### config.mk
export PLATFORM = sky130hd
export DESIGN_NAME = pipe_reg_hs
export DESIGN_NICKNAME = d
export VERILOG_FILES = /design/src/rtl/pipe_reg_hs.sv
export SDC_FILE = /design/constraint.sdc
export NUM_CORES = 1
export LEC_CHECK = 0
export CAP_MARGIN = 20
export CORE_MARGIN = 5
export CORE_UTILIZATION = 49
export DETAILED_ROUTE_END_ITERATION = 8
export GPL_ROUTABILITY_DRIVEN = 0
export PLACE_DENSITY_LB_ADDON = 0.05
export SLEW_MARGIN = 20
export SYNTH_ARGS = -nofsm -noshare
export SYNTH_HDL_FRONTEND = slang
export SYNTH_SLANG_ARGS = --single-unit
export TNS_END_PERCENT = 5
### constraint.sdc
create_clock -name clk_i -period 3.1 [get_ports clk_i]
set_input_delay 0.31 -clock clk_i [delete_from_list [all_inputs] [get_ports clk_i]]
set_output_delay 0.31 -clock clk_i [all_outputs]
set_load 0.005 [all_outputs]
### src/rtl/pipe_reg_hs.sv
// Elastic valid/ready register pipeline: STAGES bubble-collapsing slices,
// optional input skid slice for a registered s_ready_o, synchronous flush.
module pipe_reg_hs #(
  parameter int unsigned           DATA_WIDTH = 32,
  parameter int unsigned           STAGES     = 2,
  parameter logic [DATA_WIDTH-1:0] RESET_VAL  = '0,
  parameter int unsigned           CUT_READY  = 1
) (
  input  logic                          clk_i,
  input  logic                          rst_i,
  input  logic                          flush_i,
  input  logic                          s_valid_i,
  output logic                          s_ready_o,
  input  logic [DATA_WIDTH-1:0]         s_dat_i,
  output logic                          m_valid_o,
  input  logic                          m_ready_i,
  output logic [DATA_WIDTH-1:0]         m_dat_o,
  output logic [$clog2(STAGES+2)-1:0]   occ_o
);

  localparam int unsigned OCC_W = $clog2(STAGES + 2);

  if (STAGES == 0) begin : g_bad_stages
    $error("pipe_reg_hs: STAGES must be at least 1");
  end

  logic [STAGES-1:0]     v_q, v_d;
  logic [DATA_WIDTH-1:0] d_q [STAGES];
  logic [DATA_WIDTH-1:0] d_d [STAGES];
  logic [OCC_W-1:0]      occ_q, occ_d;
  logic [STAGES:0]       rdy_c;
  logic                  src_v_c;
  logic [DATA_WIDTH-1:0] src_d_c;
  logic                  skid_v_d;

  // Ready chain: a stage can take a beat when empty or when its successor can.
  always_comb begin
    logic r;
    r             = m_ready_i;
    rdy_c[STAGES] = r;
    for (int k = int'(STAGES) - 1; k >= 0; k--) begin
      r        = ~v_q[k] | r;
      rdy_c[k] = r;
    end
  end

  if (CUT_READY != 0) begin : g_skid
    logic                  sv_q, sv_d;
    logic [DATA_WIDTH-1:0] sd_q, sd_d;

    // Skid captures a port beat stage 0 cannot take; it drains first, keeping order.
    always_comb begin
      sv_d = sv_q;
      sd_d = sd_q;
      if (flush_i) begin
        sv_d = 1'b0;
      end else if (sv_q) begin
        sv_d = ~rdy_c[0];
      end else if (s_valid_i && !rdy_c[0]) begin
        sv_d = 1'b1;
        sd_d = s_dat_i;
      end
    end

    always_ff @(posedge clk_i or posedge rst_i) begin
      if (rst_i) begin
        sv_q <= 1'b0;
        sd_q <= RESET_VAL;
      end else begin
        sv_q <= sv_d;
        sd_q <= sd_d;
      end
    end

    assign src_v_c   = sv_q | s_valid_i;
    assign src_d_c   = sv_q ? sd_q : s_dat_i;
    assign skid_v_d  = sv_d;
    assign s_ready_o = ~sv_q & ~flush_i;
  end else begin : g_noskid
    assign src_v_c   = s_valid_i;
    assign src_d_c   = s_dat_i;
    assign skid_v_d  = 1'b0;
    assign s_ready_o = rdy_c[0] & ~flush_i;
  end

  // Stage next-state: load from upstream, otherwise hand off or hold.
  always_comb begin
    logic                  up_v;
    logic [DATA_WIDTH-1:0] up_d;
    logic                  load;
    v_d   = '0;
    occ_d = OCC_W'(skid_v_d);
    up_v  = src_v_c;
    up_d  = src_d_c;
    load  = 1'b0;
    for (int k = 0; k < int'(STAGES); k++) begin
      load   = rdy_c[k] & up_v & ~flush_i;
      v_d[k] = ~flush_i & (load | (v_q[k] & ~rdy_c[k+1]));
      d_d[k] = load ? up_d : d_q[k];
      occ_d  = occ_d + OCC_W'(v_d[k]);
      up_v   = v_q[k];
      up_d   = d_q[k];
    end
  end

  always_ff @(posedge clk_i or posedge rst_i) begin
    if (rst_i) begin
      v_q   <= '0;
      occ_q <= '0;
      d_q   <= '{default: RESET_VAL};
    end else begin
      v_q   <= v_d;
      occ_q <= occ_d;
      d_q   <= d_d;
    end
  end

  assign m_valid_o = v_q[STAGES-1] & ~flush_i;
  assign m_dat_o   = d_q[STAGES-1];
  assign occ_o     = occ_q;

`ifndef SV_ASSRT_DISABLE
  a_ctrl_known: assert property (@(posedge clk_i) disable iff (rst_i)
    !$isunknown({s_valid_i, m_ready_i, flush_i}));

  a_s_stable: assert property (@(posedge clk_i) disable iff (rst_i)
    (s_valid_i && !s_ready_o) |=> (s_valid_i && $stable(s_dat_i)));

  // A flush may withdraw a stalled output beat.
  a_m_stable: assert property (@(posedge clk_i) disable iff (rst_i)
    (m_valid_o && !m_ready_i) |=> (flush_i || (m_valid_o && $stable(m_dat_o))));
`endif

endmodule

==> run_summary.xml <==
<?xml version="1.0" encoding="UTF-8"?>
<metrics>
  <group name="global_route">
    <metric name="grt_max_degree" unit="">59</metric>
    <metric name="grt_pass1_wl" unit="mm">13.28</metric>
    <metric name="met1_usage" unit="%">19.15</metric>
    <metric name="global_route_met3_usage" unit="%">4.657</metric>
    <metric name="grt_busiest_layer" unit="">met2</metric>
    <metric name="grt_pass1_vias" unit="">2591</metric>
    <metric name="global_route.usage.total" unit="%">14.69</metric>
    <metric name="met2_routing_resource_usage_after_global_routing" unit="%">23.17</metric>
    <metric name="global_route.overflow_total" unit="">0</metric>
    <metric name="antenna_found_initial" unit="">0</metric>
  </group>
  <group name="critical_path">
    <metric name="cpLargestDelayFamily" unit="">flip-flops</metric>
    <metric name="cp.required" unit="ps">3350</metric>
    <metric name="slowest_stage_cell_crit_path" unit="">dfrtp_2</metric>
    <metric name="critical_path.cell_chain" unit="">nor2_2, a211oi_4, buf_4, mux2_2</metric>
    <metric name="worst_setup_path_end_kind" unit="">flip-flop</metric>
    <metric name="worst-setup-path-type" unit="">reg2reg</metric>
    <metric name="cp_num_buf_inv" unit="">1</metric>
    <metric name="cp_slowest_stage_delay" unit="ps">700</metric>
    <metric name="timing.critical_path.arrival" unit="ps">2280</metric>
    <metric name="worstSetupStartpointType" unit="">flip-flop</metric>
    <metric name="crit_fanout" unit="">32</metric>
  </group>
  <group name="clock_network">
    <metric name="cts_tree" unit="">built</metric>
    <metric name="numCtsBuffers" unit="">9</metric>
    <metric name="htreeDepth" unit="">3</metric>
    <metric name="clk_transition_reported_paths" unit="ps">90</metric>
    <metric name="clockRootBuffer" unit="">clkbuf_8</metric>
    <metric name="clock_sink_count" unit="">101</metric>
    <metric name="hold_buffers" unit="">0</metric>
    <metric name="post_cts.repair.setup_buffers" unit="">0</metric>
    <metric name="postCtsResizedCells" unit="">0</metric>
    <metric name="clock_latency" unit="ps">360</metric>
    <metric name="ctsLongestPathBuffers" unit="">2</metric>
  </group>
  <group name="cells_and_area">
    <metric name="layout_common_cells" unit="">dfrtp_1 (100), clkdlybuf4s50_1 (72), mux2_2 (67), mux2_4 (60), clkbuf_8 (9)</metric>
    <metric name="num-fill-cells" unit="">824</metric>
    <metric name="antenna-diode-count" unit="">0</metric>
    <metric name="fin_util" unit="%">57.09</metric>
    <metric name="most_frequent_standard_cell_in_the_layout_excluding_fill_and_tap_cells" unit="">dfrtp_1</metric>
    <metric name="final_net_count" unit="">371</metric>
    <metric name="layout.area.seq" unit="mm^2">0.002529</metric>
    <metric name="area_delta_synth_final" unit="%">15.42</metric>
    <metric name="drive_above_1_share" unit="%">45.70</metric>
    <metric name="multi_input_comb_area" unit="mm^2">0.001813</metric>
  </group>
  <group name="routing">
    <metric name="drtPass1Iterations" unit="">4</metric>
    <metric name="drt_drc_violations_left" unit="">0</metric>
    <metric name="postRouteWirelength" unit="mm">7.922</metric>
    <metric name="avgViaCountPerCell" unit="">4.930</metric>
    <metric name="detail_route.wl_per_cell" unit="um">16.86</metric>
    <metric name="drtAntennaViolNets" unit="">0</metric>
    <metric name="drt-initial-drc-count" unit="">56</metric>
    <metric name="total_vias_in_the_final_route" unit="">2317</metric>
  </group>
  <group name="outcome">
    <metric name="run_status" unit="">complete, no violations</metric>
  </group>
  <group name="timing">
    <metric name="hold_viol" unit="">0</metric>
    <metric name="slew_violations" unit="">0</metric>
    <metric name="grt_setup_unrepaired" unit="">no</metric>
    <metric name="period_needed" unit="ps">2031</metric>
    <metric name="timing_worst_slew_pin_value" unit="ps">727.3</metric>
    <metric name="worst_slew_margin_rel" unit="%">51.51</metric>
    <metric name="worst_clock_skew" unit="ps">7.249</metric>
    <metric name="finalSetupViolCount" unit="">0</metric>
    <metric name="achievable-frequency" unit="MHz">492.3</metric>
    <metric name="final.period_utilization" unit="%">65.52</metric>
    <metric name="finalWorstSetupSlack" unit="ps">1069</metric>
    <metric name="setup_tns" unit="ps">0</metric>
  </group>
  <group name="pwr">
    <metric name="clk_pwr_share" unit="%">24.7</metric>
    <metric name="power.internal" unit="uW">2474</metric>
    <metric name="pd_cells" unit="mW/mm^2">590.8</metric>
    <metric name="net_switching_power" unit="uW">762.4</metric>
    <metric name="comb_power_share" unit="%">23.0</metric>
    <metric name="max-vdd-ir-drop" unit="V">0.0003117</metric>
    <metric name="power.share.switching" unit="%">23.56</metric>
    <metric name="p_total" unit="uW">3236</metric>
    <metric name="p_leak" unit="uW">0.002504</metric>
    <metric name="seqPwrFrac" unit="%">52.3</metric>
  </group>
  <group name="floorplan">
    <metric name="die_height" unit="um">108.4</metric>
    <metric name="die-width" unit="um">108.4</metric>
    <metric name="initial_core_util" unit="%">49.47</metric>
    <metric name="io_pins" unit="">73</metric>
    <metric name="die_area" unit="mm^2">0.01175</metric>
    <metric name="core" unit="mm^2">0.009594</metric>
    <metric name="row_count" unit="">36</metric>
  </group>
  <group name="hold_path">
    <metric name="worst_hold_path_type" unit="">in2async</metric>
  </group>
  <group name="synthesis">
    <metric name="yosys.area.top_type" unit="">dfrtp_1</metric>
    <metric name="synth.area.top_cells" unit="">dfrtp_1 (53%), mux2_4 (19%), mux2_2 (16%), buf_4 (5.2%), buf_6 (1.7%)</metric>
    <metric name="syn-mean-instance-area" unit="um^2">16.31</metric>
    <metric name="synth_top_cell_area_share" unit="%">53.26</metric>
    <metric name="synth-seq-area-share" unit="%">53.26</metric>
    <metric name="synth_area" unit="mm^2">0.004746</metric>
    <metric name="syn_nets" unit="">329</metric>
    <metric name="yosys.cell_types.count" unit="">18</metric>
    <metric name="netlist_instances" unit="">291</metric>
    <metric name="ys_warn_count" unit="">0</metric>
    <metric name="yosys_register_bits" unit="">101</metric>
  </group>
  <group name="run">
    <metric name="max_cap_viol_count" unit="">0</metric>
  </group>
  <group name="place">
    <metric name="dp_worst_setup_slack" unit="ps">800.0</metric>
    <metric name="hpwlAfterDp" unit="mm">4.955</metric>
    <metric name="numPortBuffers" unit="">72</metric>
  </group>
</metrics>
==> cell families after synthesis <==
kind of cell / share of synthesized area (%)
fa+ha+maj: 0.4218
flops: 53.26
buf+inv: 8.542
simple gates: 2.136
mux: 35.12
compound gates: 0.5272
==> power groups by stage <==
stage / registers [uW] / logic, uW / clock network, uW
2_1_floorplan: 1670 / 584 / 0
3_3_place_gp: 1710 / 748 / 0
3_5_place_dp: 1720 / 757 / 0
4_1_cts: 1700 / 761 / 839
5_1_grt: 1720 / 803 / 890
6_report: 1690 / 745 / 800
==> area by class of cell <==
| type | count | share of cell area (%) |
|---|---|---|
| Timing Repair Buffer | 77 | 14.30 |
| Multi-Input combinational cell | 143 | 33.10 |
| Sequential cell | 101 | 46.16 |
| Inverter | 1 | 0.1142 |
| Tap cell | 133 | 3.038 |
| Clock buffer | 10 | 2.330 |
| Clock inverter | 5 | 0.9593 |
==> final timing paths <==
check	cells after the start	endpoint	startpoint	slack (ps)
worst max-delay path	4	d_q[51]	g_skid.sv_q	1070
worst min-delay path	2	d_q[58]	rst_i	440
worst max register to register	4	d_q[51]	g_skid.sv_q	1070
worst min register to register	1	d_q[56]	d_q[56]	510
max in group asynchronous	3	d_q[36]	rst_i	1980
min in group clk_i	1	d_q[56]	d_q[56]	510
==> sequential cells by signal, summed over array words and instances (netlist names) <==
name and cells:
d_q 32, g_skid.sd_q 32, g_skid.sv_q 1, m_dat_o 32, occ_o 2, v_q 2
==> worst reg2reg max path: stages (launching register included) <==
cell and delay (ps):
dfrtp_2 700, nor2_2 140, a211oi_4 220, buf_4 450, mux2_2 420
==> stage by stage <==
| stage | hold WS (ps) | instances | area (um^2) |
|---|---|---|---|
| floorplan | 406.3 | 291 | 4746 |
| global placement | 476.1 | 455 | 5298 |
| detailed placement | 489.5 | 455 | 5298 |
| CTS | 448.7 | 470 | 5478 |
| global route | 493.9 | 470 | 5478 |
| finish | 438.2 | 470 | 5478 |
==> routing by layer <==
layer / part of all wire, % / wire (um)
met1: 47 / 3687
met2: 47 / 3748
met3: 4.7 / 372
met4: 1.4 / 113
met5: 0 / 0
==> cells in the mapped netlist <==
master	count
nor2_2	1
buf_2	3
a21oi_1	1
nand2_1	2
fa_1	1
dfrtp_1	101
and2b_1	1
mux2_2	67
mux2_1	1
buf_6	7
inv_1	1
a211oi_4	1
buf_4	33
nand4b_4	1
nor2_1	4
nor2b_4	3
buf_12	3
mux2_4	60
No activity file was read; power rests on OpenSTA's default activity.
